## src/rtl/kmeans_assign_pipe.sv

```systemverilog
// kmeans_assign_pipe: sequential nearest-centroid search for the k-means accelerator.
// A point is accepted over a valid/ready handshake. The K centroids are then scanned
// P per beat over K/P beats while a running minimum is kept. The winning index and its
// distance are presented over an output valid/ready handshake. Squared-Euclidean
// (mode 0) and Manhattan (mode 1) metrics are supported.
module kmeans_assign_pipe #(
  parameter  int K  = 8,
  parameter  int D  = 4,
  parameter  int W  = 8,
  parameter  int P  = 2,
  localparam int CW = (K > 1) ? $clog2(K) : 1,
  localparam int DW = (D > 1) ? (2*W + 2 + $clog2(D)) : (2*W + 2)
) (
  input  logic              clk,
  input  logic              rst_n,
  input  logic              in_valid,
  output logic              in_ready,
  input  logic [D*W-1:0]    point_flat,
  input  logic              mode,
  input  logic [K*D*W-1:0]  centroid_flat,
  output logic              out_valid,
  input  logic              out_ready,
  output logic [CW-1:0]     out_cluster,
  output logic [DW-1:0]     out_dist
);

  localparam int NB = K / P;
  localparam int BW = (NB > 1) ? $clog2(NB) : 1;

  typedef enum logic [1:0] {IDLE, RUN, DONE} state_t;

  state_t          state, state_n;
  logic [D*W-1:0]  point_q;
  logic            mode_q;
  logic [BW-1:0]   beat;
  logic [DW-1:0]   best_dist;
  logic [CW-1:0]   best_idx;
  logic [DW-1:0]   cand_dist, next_dist;
  logic [CW-1:0]   cand_idx, next_idx;
  logic            accept;
  logic            last_beat;

  // Distance from the point to one centroid. Coordinate differences are taken at W+1
  // bits so the full signed range cannot wrap, and the sum width DW leaves headroom for D terms.
  function automatic logic [DW-1:0] lane_distance(input logic [D*W-1:0] p,
                                                  input logic [D*W-1:0] c,
                                                  input logic           m);
    logic signed [W:0]     diff;
    logic signed [2*W+1:0] wide;
    logic [2*W+1:0]        term;
    logic [DW-1:0]         acc;
    acc = '0;
    for (int j = 0; j < D; j++) begin
      diff = $signed({p[j*W+W-1], p[j*W +: W]}) - $signed({c[j*W+W-1], c[j*W +: W]});
      wide = {{(W+1){diff[W]}}, diff};
      if (m) begin
        term = {{(W+1){1'b0}}, (diff[W] ? -diff : diff)};
      end else begin
        term = wide * wide;
      end
      acc = acc + DW'(term);
    end
    return acc;
  endfunction

  assign in_ready  = (state == IDLE) | ((state == DONE) & out_ready);
  assign accept    = in_valid & in_ready;
  assign last_beat = (beat == BW'(NB - 1));

  // Evaluate this beat's P lanes, keep the lowest-index strict winner, then merge it with the running minimum.
  always_comb begin
    int base;
    logic [DW-1:0] d;
    d    = '0;
    base = int'(beat) * P;
    cand_dist = lane_distance(point_q, centroid_flat[base*D*W +: D*W], mode_q);
    cand_idx  = CW'(base);
    for (int l = 1; l < P; l++) begin
      d = lane_distance(point_q, centroid_flat[(base+l)*D*W +: D*W], mode_q);
      if (d < cand_dist) begin
        cand_dist = d;
        cand_idx  = CW'(base + l);
      end
    end
    next_dist = best_dist;
    next_idx  = best_idx;
    if ((beat == '0) || (cand_dist < best_dist)) begin
      next_dist = cand_dist;
      next_idx  = cand_idx;
    end
  end

  // Next-state logic: DONE can hand straight over to RUN when a new point is waiting.
  always_comb begin
    state_n = state;
    case (state)
      IDLE: if (accept) state_n = RUN;
      RUN:  if (last_beat) state_n = DONE;
      DONE: if (out_ready) state_n = accept ? RUN : IDLE;
      default: state_n = IDLE;
    endcase
  end

  // State register.
  always_ff @(posedge clk or negedge rst_n) begin
    if (!rst_n) begin
      state <= IDLE;
    end else begin
      state <= state_n;
    end
  end

  // Datapath registers: latch the point on acceptance, track the minimum while running, publish the result.
  always_ff @(posedge clk or negedge rst_n) begin
    if (!rst_n) begin
      point_q     <= '0;
      mode_q      <= 1'b0;
      beat        <= '0;
      best_dist   <= '0;
      best_idx    <= '0;
      out_valid   <= 1'b0;
      out_cluster <= '0;
      out_dist    <= '0;
    end else begin
      if (state == RUN) begin
        best_dist <= next_dist;
        best_idx  <= next_idx;
        if (last_beat) begin
          beat        <= '0;
          out_cluster <= next_idx;
          out_dist    <= next_dist;
          out_valid   <= 1'b1;
        end else begin
          beat <= beat + 1'b1;
        end
      end
      if ((state == DONE) && out_ready) begin
        out_valid <= 1'b0;
      end
      if (accept) begin
        point_q   <= point_flat;
        mode_q    <= mode;
        beat      <= '0;
        best_dist <= '1;
        best_idx  <= '0;
      end
    end
  end

endmodule

```

## config.mk

```make
export PLATFORM = sky130hd
export DESIGN_NAME = kmeans_assign_pipe
export DESIGN_NICKNAME = d
export VERILOG_FILES = /design/src/rtl/kmeans_assign_pipe.sv
export SDC_FILE = /design/constraint.sdc
export NUM_CORES = 2
export LEC_CHECK = 0
export ABC_AREA = 0
export CAP_MARGIN = 30
export CORE_ASPECT_RATIO = 1.2
export CORE_MARGIN = 3
export CORE_UTILIZATION = 50
export DETAILED_ROUTE_END_ITERATION = 16
export GPL_TIMING_DRIVEN = 0
export PLACE_DENSITY = 0.71
export SYNTH_ARGS = -nofsm -noshare
export SYNTH_HDL_FRONTEND = slang
export SYNTH_SLANG_ARGS = --single-unit
```

## constraint.sdc

```tcl
create_clock -name clk -period 42.7 [get_ports clk]
set_input_delay 8.54 -clock clk [delete_from_list [all_inputs] [get_ports clk]]
set_output_delay 8.54 -clock clk [all_outputs]
set_load 0.1 [all_outputs]
```

==> results by group <==
Clocking
  – TritonCTS clock tree: done
  – Total CTS buffers: 9
  – Setup Fix Bufs, Post-CTS: 0
  – Sink Count: 84
  – Reg clk slew, reported paths: 0.06 ns
  – Root Driver: clkbuf_16
  – H-tree depth: 3
  – Post-cts sizing count: 0
  – Clock tree buffer depth: 2
  – CTS Hold Bufs: 0
  – Worst-Skew Late Latency: 0.40 ns

Yosys
  – Syn_nets: 5,242
  – Post-synth EDFFs: 0
  – Synth unique cells: 63
  – Ys flop type: dfrtp_1
  – Async set-reset flop share out of synthesis: 100.0%
  – Synth warnings: 0
  – Mapped Cells: 3,907
  – Sequential share of the synthesized area: 6.060%
  – Synth Cell Area: 34,690 um^2
  – Synthesized flop and latch total: 84
  – Synth Area per Inst: 8.878 um^2

Setup path
  – Worst Reg-to-Reg Cells: 64
  – Setup crit end kind: register
  – Critical Path RT: 42.95 ns
  – CP Launch Type: primary input
  – Worst-path fanout max: 10
  – Worst setup path class: in2reg
  – Max stage delay on crit path: 0.58 ns
  – Master of the slowest instance on the critical path: xnor2_1
  – Arr. time, crit path: 23.77 ns

Detailed routing
  – WL/cell: 19.04 um
  – Drt first pass iters: 7
  – Avg Vias per Cell: 5.387
  – Initial DRC Count: 1,762
  – Post-route DRC: 0
  – Via count: 27,810
  – Routed wire length: 98,310 um
  – Post-route ant nets: 0

Cells and area
  – Area of the multi-input gates: 28,610 um^2
  – Layout cells sized above 1: 4.633%
  – Synthesis-to-layout area growth: 13.92%
  – Final #Nets: 5,582
  – Fillcell total: 6,190
  – Reg area: 2102 um^2

STA
  – Max-slew violations: 0
  – RSZ-0062 raised after global routing: false
  – Slew of the pin with the lowest slew margin: 1.039 ns
  – Setup_tns: 0 ns
  – # setup viols final: 0
  – Clk_skew: 0.03427 ns
  – Final Critical Period: 23.52 ns
  – Final period utilization: 55.08%
  – Final hold vios: 0
  – Relative slew slack: 30.52%
  – Fmax achieved: 0.04252 GHz

Flow run
  – Max-Cap Viols: 0

Min path
  – Hold Path Class: reg2reg
  – WHS Path Cells: 2

Floorplanning
  – Core Area: 68,580 um^2
  – Die Span Y: 294.5 um
  – Initial Utilization: 50.58%
  – Area of the die: 72,580 um^2
  – Die extent in x: 246.4 um
  – Site Rows: 105
  – Top-level port count: 318

GRT
  – Gr ovfl total: 0
  – First-pass GRT wire length: 154,800 um
  – Vias in the first global route: 28,990
  – Initial antenna violation count: 2
  – GRT Overall Usage: 27.66%
  – Largest net degree at the start of global routing: 61

Placement
  – Final Wtd Congestion: 0.9592
  – Hpwl dp: 85,340 um
  – Port Buffer Count: 317

Run status
  – Status: finished clean
## state kept, by name (all words and copies together) (netlist names)
signal	count
out_dist	20
state	2
mode_q	1
best_idx	3
best_dist	20
beat	2
out_valid	1
point_q	32
out_cluster	3
## worst max-delay path: cells and delay by family
| family | cells | cell delay (ns) |
|---|---|---|
| XOR/XNOR | 3 | 1.12 |
| AO/OA/AOI/OAI | 21 | 4.17 |
| AND/OR/NAND/NOR | 7 | 1.18 |
| multiplexers | 3 | 1.28 |
| adder cells (fa/ha/maj) | 12 | 5.00 |
| buffers and inverters | 14 | 2.46 |
## path summary, 6_finish.rpt
| kind | from | end | slack [ns] |
|---|---|---|---|
| setup / recovery | centroid_flat[112] | best_dist[7] | 19.18 |
| hold / removal | out_dist[5] | out_dist[5] | 0.49 |
| setup reg to reg | beat[0] | best_dist[7] | 26.04 |
| hold reg to reg | out_dist[5] | out_dist[5] | 0.49 |
| max in group asynchronous | rst_n | point_q[11] | 33.85 |
| min in group asynchronous | rst_n | point_q[3] | 8.10 |
## per-layer routing
layer  track usage [%]  vias up  share of wire [%]
li1                  -    12990                  -
met1             34.90    13770                 40
met2             47.11      871                 48
met3             3.667      177                6.3
met4             12.83        0                5.5
met5                 0        -                  0
## cell type report
type | instances | area share, %
multi-input cells | 2773 | 72.41
inverters | 970 | 9.214
repair buffers | 329 | 8.492
flip-flops and latches | 84 | 5.320
well taps | 909 | 2.878
plain buffers | 80 | 0.8581
clock buffers | 10 | 0.5795
clock inverters | 6 | 0.2407
diodes | 1 | 0.006333
## cell usage after synthesis (all sizes together), types with 4 or more instances
cell,n,share of area [%]
a211oi,9,0.23
a21boi,7,0.15
a21o,98,2.1
a21oi,143,2.1
a311oi,4,0.10
a31oi,32,0.58
and2,13,0.23
and3,26,0.47
buf,12,0.22
clkbuf,68,0.74
clkinv,12,0.13
dfrtp,84,6.1
fa,546,32
ha,496,18
inv,958,10
mux2,62,2.0
mux2i,39,1.1
mux4,64,4.2
nand2,258,2.8
nand2b,12,0.22
nand3,27,0.39
nand3b,4,0.087
nand4,18,0.32
nor2,334,3.6
nor2b,17,0.31
nor3,33,0.48
nor4,5,0.090
o211ai,14,0.30
o21a,7,0.15
o21ai,119,1.7
o21bai,23,0.50
o31ai,13,0.28
o41ai,10,0.25
or2,25,0.45
or3,16,0.29
xnor2,197,5.0
xor2,71,1.8
## cells by family after synthesis
kind of cell / count (synthesis) / share of synthesized area, %
buffers and inverters: 1050 / 11.45
AO/OA/AOI/OAI: 510 / 9.274
XOR/XNOR: 268 / 6.767
flip-flops: 84 / 6.060
multiplexers: 165 / 7.305
AND/OR/NAND/NOR: 788 / 9.740
adder cells (fa/ha/maj): 1042 / 49.40
## through the flow
stage	hold slack (ns)	area (um^2)	setup slack [ns]	utilization [%]	std cells
6_report	0.4892	39510	19.18	57.62	5162
5_1_grt	0.5262	39510	18.29	57.62	5161
3_5_place_dp	0.4802	39180	19.05	57.13	5144
2_1_floorplan	0.4925	34690	21.37	-	3907
4_1_cts	0.4962	39500	19.41	57.60	5160
3_3_place_gp	0.4727	39000	19.17	56.86	5133
## placed cells by master (no fill, tap or decap), drive strengths merged, types with 39 or more instances in the layout
cell type / n
o21ai: 119
mux2i: 39
nor2: 334
nand2: 258
mux4: 64
a21o: 98
clkdlybuf4s50: 316
a21oi: 143
xnor2: 197
xor2: 71
fa: 546
inv: 960
ha: 496
mux2: 62
dfrtp: 84
clkbuf: 78
Power is left out: the tool's default activity adds up to more than one toggle a clock period on the data nets, which glitch-free logic cannot reach.
